## config.mk

```make
export PLATFORM = sky130hd
export DESIGN_NAME = kronos_mem_arbiter
export DESIGN_NICKNAME = d
export VERILOG_FILES = /design/src/rtl/kronos_types.sv /design/src/rtl/kronos_arb_pick.sv /design/src/rtl/kronos_mem_arbiter.sv
export SDC_FILE = /design/constraint.sdc
export NUM_CORES = 1
export LEC_CHECK = 0
export ABC_AREA = 1
export CORE_AREA = 2 2 98 100
export DETAILED_ROUTE_END_ITERATION = 12
export DIE_AREA = 0 0 100 102
export PLACE_DENSITY = 0.59
export SLEW_MARGIN = 5
export SYNTH_ARGS = -nofsm -noshare
export SYNTH_HDL_FRONTEND = slang
export SYNTH_HIERARCHICAL = 1
export SYNTH_SLANG_ARGS = --single-unit
```

## constraint.sdc

```tcl
create_clock -name clk -period 1.69 [get_ports clk]
set_input_delay 0.4225 -clock clk [delete_from_list [all_inputs] [get_ports clk]]
set_output_delay 0.4225 -clock clk [all_outputs]
set_load 0.005 [all_outputs]
```

## src/rtl/kronos_types.sv

```systemverilog
// Shared Kronos platform types: owner encoding for the SRAM arbiter and word geometry.
package kronos_types;

  typedef enum logic [1:0] {
    OWNER_NONE  = 2'd0,
    OWNER_INSTR = 2'd1,
    OWNER_DATA  = 2'd2
  } arb_owner_e;

  localparam int WORD_BYTES = 4;

endpackage

```

## src/rtl/kronos_arb_pick.sv

```systemverilog
// Two-way request picker (bit 0 = instruction, bit 1 = data) returning a one-hot grant.
// KRONOS_ARB_RR_EN selects round-robin tie breaking; otherwise data wins every tie.
module kronos_arb_pick (
  input  logic [1:0] req_i,
`ifdef KRONOS_ARB_RR_EN
  input  logic       last_data_i,
`endif
  output logic [1:0] gnt_o
);

  always_comb begin
    gnt_o = req_i;
    if (req_i == 2'b11) begin
`ifdef KRONOS_ARB_RR_EN
      // Tie goes to whichever port was not served last.
      gnt_o = last_data_i ? 2'b01 : 2'b10;
`else
      gnt_o = 2'b10;
`endif
    end
  end

endmodule

```

## src/rtl/kronos_mem_arbiter.sv

```systemverilog
// Shares the single-port SRAM between the Kronos fetch and load/store ports, one access per cycle.
// Define KRONOS_ARB_RR_EN for round-robin ties; default build uses fixed data-first priority.
module kronos_mem_arbiter
  import kronos_types::*;
#(
  parameter  int MEM_DEPTH = 1024,
  localparam int MEM_AW    = $clog2(MEM_DEPTH)
) (
  input  logic              clk,
  input  logic              rst,
  input  logic [31:0]       instr_addr,
  input  logic              instr_req,
  output logic              instr_gnt,
  output logic              instr_ack,
  output logic [31:0]       instr_data,
  input  logic [31:0]       data_addr,
  input  logic [31:0]       data_wr_data,
  input  logic [3:0]        data_mask,
  input  logic              data_wr_en,
  input  logic              data_req,
  output logic              data_gnt,
  output logic              data_ack,
  output logic [31:0]       data_rd_data,
  output logic              mem_en,
  output logic              mem_wr_en,
  output logic [3:0]        mem_mask,
  output logic [MEM_AW-1:0] mem_addr,
  output logic [31:0]       mem_wr_data,
  input  logic [31:0]       mem_rd_data
);

  localparam int OFF_W = $clog2(WORD_BYTES);

  logic [1:0]  pick_gnt;
  logic        instr_inr;
  logic        data_inr;
  logic        data_store;
  logic        unused_addr_bits;

  arb_owner_e  owner_q, owner_d;
  logic        oor_q, oor_d;
  logic        store_q, store_d;
`ifdef KRONOS_ARB_RR_EN
  logic        last_data_q, last_data_d;
`endif

  kronos_arb_pick u_pick (
    .req_i       ({data_req, instr_req}),
`ifdef KRONOS_ARB_RR_EN
    .last_data_i (last_data_q),
`endif
    .gnt_o       (pick_gnt)
  );

  // Grant cycle: arbitration and SRAM access issue are purely combinational.
  assign instr_gnt = pick_gnt[0] & ~rst;
  assign data_gnt  = pick_gnt[1] & ~rst;

  assign instr_inr = (instr_addr[31:MEM_AW+OFF_W] == '0);
  assign data_inr  = (data_addr[31:MEM_AW+OFF_W] == '0);

  assign data_store  = data_gnt & data_inr & data_wr_en;
  assign mem_en      = (instr_gnt & instr_inr) | (data_gnt & data_inr);
  assign mem_wr_en   = data_store & (|data_mask);
  assign mem_mask    = data_store ? data_mask : 4'b0000;
  assign mem_wr_data = data_store ? data_wr_data : 32'd0;
  assign mem_addr    = data_gnt  ? data_addr[MEM_AW+OFF_W-1:OFF_W] :
                       instr_gnt ? instr_addr[MEM_AW+OFF_W-1:OFF_W] : '0;

  assign unused_addr_bits = ^{instr_addr[OFF_W-1:0], data_addr[OFF_W-1:0]};

  always_comb begin
    owner_d = OWNER_NONE;
    oor_d   = 1'b0;
    store_d = 1'b0;
    if (data_gnt) begin
      owner_d = OWNER_DATA;
      oor_d   = ~data_inr;
      store_d = data_wr_en;
    end else if (instr_gnt) begin
      owner_d = OWNER_INSTR;
      oor_d   = ~instr_inr;
    end
`ifdef KRONOS_ARB_RR_EN
    last_data_d = last_data_q;
    if (data_gnt) begin
      last_data_d = 1'b1;
    end else if (instr_gnt) begin
      last_data_d = 1'b0;
    end
`endif
  end

  always_ff @(posedge clk) begin
    if (rst) begin
      owner_q     <= OWNER_NONE;
      oor_q       <= 1'b0;
      store_q     <= 1'b0;
`ifdef KRONOS_ARB_RR_EN
      last_data_q <= 1'b0;
`endif
    end else begin
      owner_q     <= owner_d;
      oor_q       <= oor_d;
      store_q     <= store_d;
`ifdef KRONOS_ARB_RR_EN
      last_data_q <= last_data_d;
`endif
    end
  end

  // Ack cycle: a reset arriving here discards the in-flight response.
  assign instr_ack    = (owner_q == OWNER_INSTR) & ~rst;
  assign data_ack     = (owner_q == OWNER_DATA) & ~rst;
  assign instr_data   = (instr_ack & ~oor_q) ? mem_rd_data : 32'd0;
  assign data_rd_data = (data_ack & ~oor_q & ~store_q) ? mem_rd_data : 32'd0;

endmodule

```

==> Word-level counts from Yosys, hierarchy flattened <==
Index checks and enable logic that the tools add are counted.
{ "op_classes": {"n_eq_ne": 3, "n_mux": 11, "bitwise": 18, "reduce_logical": 5} }
{ "ops": {"columns": ["operator", "count"], "rows": [
  ["two-way mux 32 bit", 3],
  ["zero test 20 bit", 2],
  ["two-way mux 10 bit", 2],
  ["AND 1 bit", 11],
  ["inverter 1 bit", 6],
  ["== test 2 bit (second input constant)", 2],
  ["two-way mux 2 bit", 2],
  ["two-way mux 4 bit", 1],
  ["OR reduction 2 bit", 2],
  ["OR reduction 4 bit", 1],
  ["two-way mux 1 bit", 3],
  ["== test 2 x 1 -> 1 bit (second input constant)", 1],
  ["OR 1 bit", 1]
]} }
{ "word_totals": {"input_bits": 137, "reg_bits": 4, "elab_cells": 41} }

==> Longest topological paths before layout <==
{ "depth": {"word_depth": 6, "depth_mapped": 7} }

==> Cells and area by module <==
The synthesis kept the hierarchy.
{ "by_module_without_submodules": {"columns": ["module", "seq_area_each_um2", "n_inst", "area_each_um2", "cells_per_inst"], "rows": [
  ["kronos_mem_arbiter", 80.1, 1, 1249.9, 255],
  ["kronos_arb_pick", 0.0, 1, 11.3, 3]
]} }

==> Least setup slack after synthesis <==
Ideal clock, no wire load.
{ "synth_path": {"kind": "in2out", "start": "input port data_addr[27]", "end": "output port mem_wr_data[10]", "t_required_ns": 1.267, "n_path_buf": 1, "path_slack_ns": 0.066, "cell_stages": 6, "t_arrival_ns": 1.202, "path_cell_list": "nor2_1 nand2_1 nor2_2 nand4_4 buf_6 nor2_2"} }
{ "synth_via": {"elab_chain_len": 4} }
{ "synth_rtl": {"columns": ["item", "line_no", "text"], "rows": [
  ["from (decl)", "kronos_mem_arbiter.sv:16", "input logic [31:0] data_addr,"],
  ["zero test 20 bit", "kronos_mem_arbiter.sv:60", "assign data_inr = (data_addr[31:MEM_AW+OFF_W] == '0);"],
  ["AND 1 bit (2 in series)", "kronos_mem_arbiter.sv:62", "assign data_store = data_gnt & data_inr & data_wr_en;"],
  ["two-way mux 32 bit", "kronos_mem_arbiter.sv:66", "assign mem_wr_data = data_store ? data_wr_data : 32'd0;"],
  ["to (decl)", "kronos_mem_arbiter.sv:28", "output logic [31:0] mem_wr_data,"]
]} }
Every way passes these cells.

==> Worst setup path after layout <==
{ "layout_path": {"start": "input port data_addr[19]", "end": "output port mem_wr_data[7]"} }
Same word-level chain as after synthesis.

==> metrics.md <==
| Metric | Value |
|---|---|
| Slowest CP cell | `nor2_4` |
| I/O pin count | `253` |
| Final Hold Viols | `0` |
| Dpl cells | `623` |
| CP cell instances | `buf_6 > nor2_4 > nand2_2 > nor2_4 > nand4_4 > buf_6 > buf_6 > buf_16 > nor2_4 > buf_2` |
| Distinct cells, synth | `20` |
| CP max stage delay | `0.16 ns` |
| DRT iter0 DRCs | `19` |
| Share of cells above drive strength 1 | `59.2%` |
| Number of synthesized flops with an enable pin | `0` |
| Netlist Area Pre-Place | `1260 sq um` |
| Slew Viols, Final | `0` |
| Overall Global Routing Usage | `16.0%` |
| Most frequent cells after synthesis | `nor2_1, inv_1, nor2_2, nand2_1, a22o_1` |
| Synth area leader | `nor2_1` |
| Switching power | `0.315 mW` |
| Ant. Diodes | `0` |
| Routed vias | `2746` |
| Fin crit share | `119%` |
| P&R area growth vs syn | `293%` |
| Worst-Margin Slew | `0.315 ns` |
| Syn nets | `395` |
| Startpoint types | `primary input` |
| Nets@finish | `698` |
| Crit path buffers/inverters | `5` |
| Endpoints failing setup | `111` |
| Die ar. | `10200 sq um` |
| DIE HEIGHT | `102 microns` |
| Total gr overflow | `0` |
| Fin util | `54.4%` |
| Placed cell area | `3990 sq um` |
| Static Leak | `2.56 nW` |
| Reg power frac | `10.5%` |
| Crit path capture type | `primary output` |
| Switching share of power | `32.3%` |
| Yosys reg bits | `4` |
| Clock Tree Root | `clkbuf_8` |
| Core area | `9110 sq um` |
| Setup CP Type | `primary input to primary output` |
| Hold Buf Count CTS | `0` |
| Initial cell density of the core | `13.8%` |
| PortBufs | `248` |
| Design area | `4960 sq um` |
| Final worst path period need | `2.01 ns` |
| CTS tree | `yes` |
| Yosys warnings | `6` |
| Worst-case headroom to the max-slew limit | `78.8%` |
| Wirelength per Cell | `13.8 microns` |
| Top-area cell type share of the netlist area | `28.9%` |
| Syn_area_per_cell | `4.89 sq um` |
| RSZ-0062 raised after global routing | `yes` |
| Failing checks | `setup timing` |
| Vias in the first global route | `2800` |
| Clock power share | `20.3%` |
| Logic pwr share | `69.2%` |
| Data required time of the worst path | `1.27 ns` |
| DR pass1 iterations | `4` |
| Pin count of the biggest net entering global routing | `9` |
| Outcome | `finished with violations` |
| Detail Route Antenna Nets | `0` |
| Max FO, Critical Path | `5` |
| CP delay by family, top | `buffers and inverters` |
| First-pass GRT wire length | `13.0 mm` |
| Post-Route WL | `9.22 mm` |
| Core Rows | `35` |
| DP HPWL | `6.71 mm` |
| Sink Count | `4` |
| Power Density | `196 nW/um^2` |
| Max VDD drop | `0.000169 V` |
| Top FF cell, synth | `dfxtp_1` |
| Clock tree buffer depth | `2` |
| Layout filler cell count | `873` |
| Clock transition at path regs | `0.03 ns` |
| Synth top area cells | `nor2_1, inv_1, nor2_2` |
| Maxcap violations | `0` |
| Setup ws final | `-0.324 ns` |
| Final std cells w/o fill | `670` |
| Hold/Removal Path Class | `primary input to flop` |
| H-tree Lvls | `1` |
| Register area share after synthesis | `6.35%` |
| Remaining DRCs | `0` |
| Post-synth ARST share | `0%` |
| Via/cell ratio | `4.10` |
| Internal Power | `0.658 mW` |
| Critical path arrival | `1.59 ns` |
| Mapped Cells | `258` |
| Most common cell in the netlist | `nor2_1` |
| RD Place Congestion | `0.830` |
| Fmax | `0.497 GHz` |
| Die W | `100 microns` |
| Fin Setup TNS | `-16.28 ns` |
| TritonCTS Buffers | `3` |
| Antenna violations before repair | `0` |
==> final timing paths <==
| check | from | end | slack (ns) | cells past startpoint |
|---|---|---|---|---|
| worst max-delay path | data_addr[19] | mem_wr_data[7] | -0.32 | 10 |
| worst min-delay path | data_req | owner_q[1]$_SDFF_PP0_ | 0.54 | 4 |
==> state kept, by name, summed over array words and instances (netlist names) <==
name     flops
oor_q        1
owner_q      2
store_q      1
==> stage by stage <==
stage               setup slack, ns  hold slack, ns  total power [mW]
global placement             -0.973            1.12             0.635
detailed placement           -0.999            1.11             0.640
floorplan                    0.0657           0.570             0.219
finish                       -0.324           0.541             0.973
global route                 -0.420           0.553              1.04
CTS                          -0.366           0.528             0.891
==> logic make-up after synthesis <==
family	synth area share, %
and+or+nand+nor	57.9
buffers and inverters	28.8
AOI/OAI and AO/OA	6.94
DFF	6.35
==> power groups by stage <==
stage               clock, mW  combinational, mW  sequential, mW
CTS                     0.205              0.584           0.102
finish                  0.197              0.674           0.102
global placement            0              0.533           0.103
floorplan                   0              0.117           0.102
global route            0.214              0.719           0.103
detailed placement          0              0.537           0.103
==> cells in the final DEF, fill, tap and decap left out, types with 3 or more instances in the layout <==
cell type and instances:
a22o_1 10, nor2_1 19, buf_6 55, dlymetal6s2s_1 4, nand2_2 6, clkdlybuf4s15_1 4
nor2_4 97, inv_1 70, buf_12 10, buf_16 7, clkdlybuf4s50_1 88, dlygate4sd2_1 20
clkbuf_8 3, nand2_1 7, buf_4 24, buf_2 96, nor2_2 14, inv_2 3
==> area by class of cell <==
| cell class | instances | area (sq um) | area share [%] |
|---|---|---|---|
| multi-input cells | 166 | 1550 | 31.3 |
| flip-flops and latches | 4 | 82.6 | 1.67 |
| well taps | 111 | 139 | 2.80 |
| inverters | 76 | 295 | 5.96 |
| repair buffers | 310 | 2850 | 57.5 |
| clock buffers | 3 | 41.3 | 0.833 |
==> timing repair <==
item	in CTS	in global routing
pin swaps	47	34
gates cloned	10	0
buffers inserted	33	10
gates resized for setup	668	158
endpoints found under the setup margin	116	114
==> routing by layer <==
metal	track usage [%]	vias to the layer above	routed length [microns]
met5	0	-	0
met4	6.01	0	210
met3	3.97	14	904
met2	33.2	168	5300
met1	14.9	1232	2800
li1	-	1332	-
No activity file was read; power rests on OpenSTA's default activity.
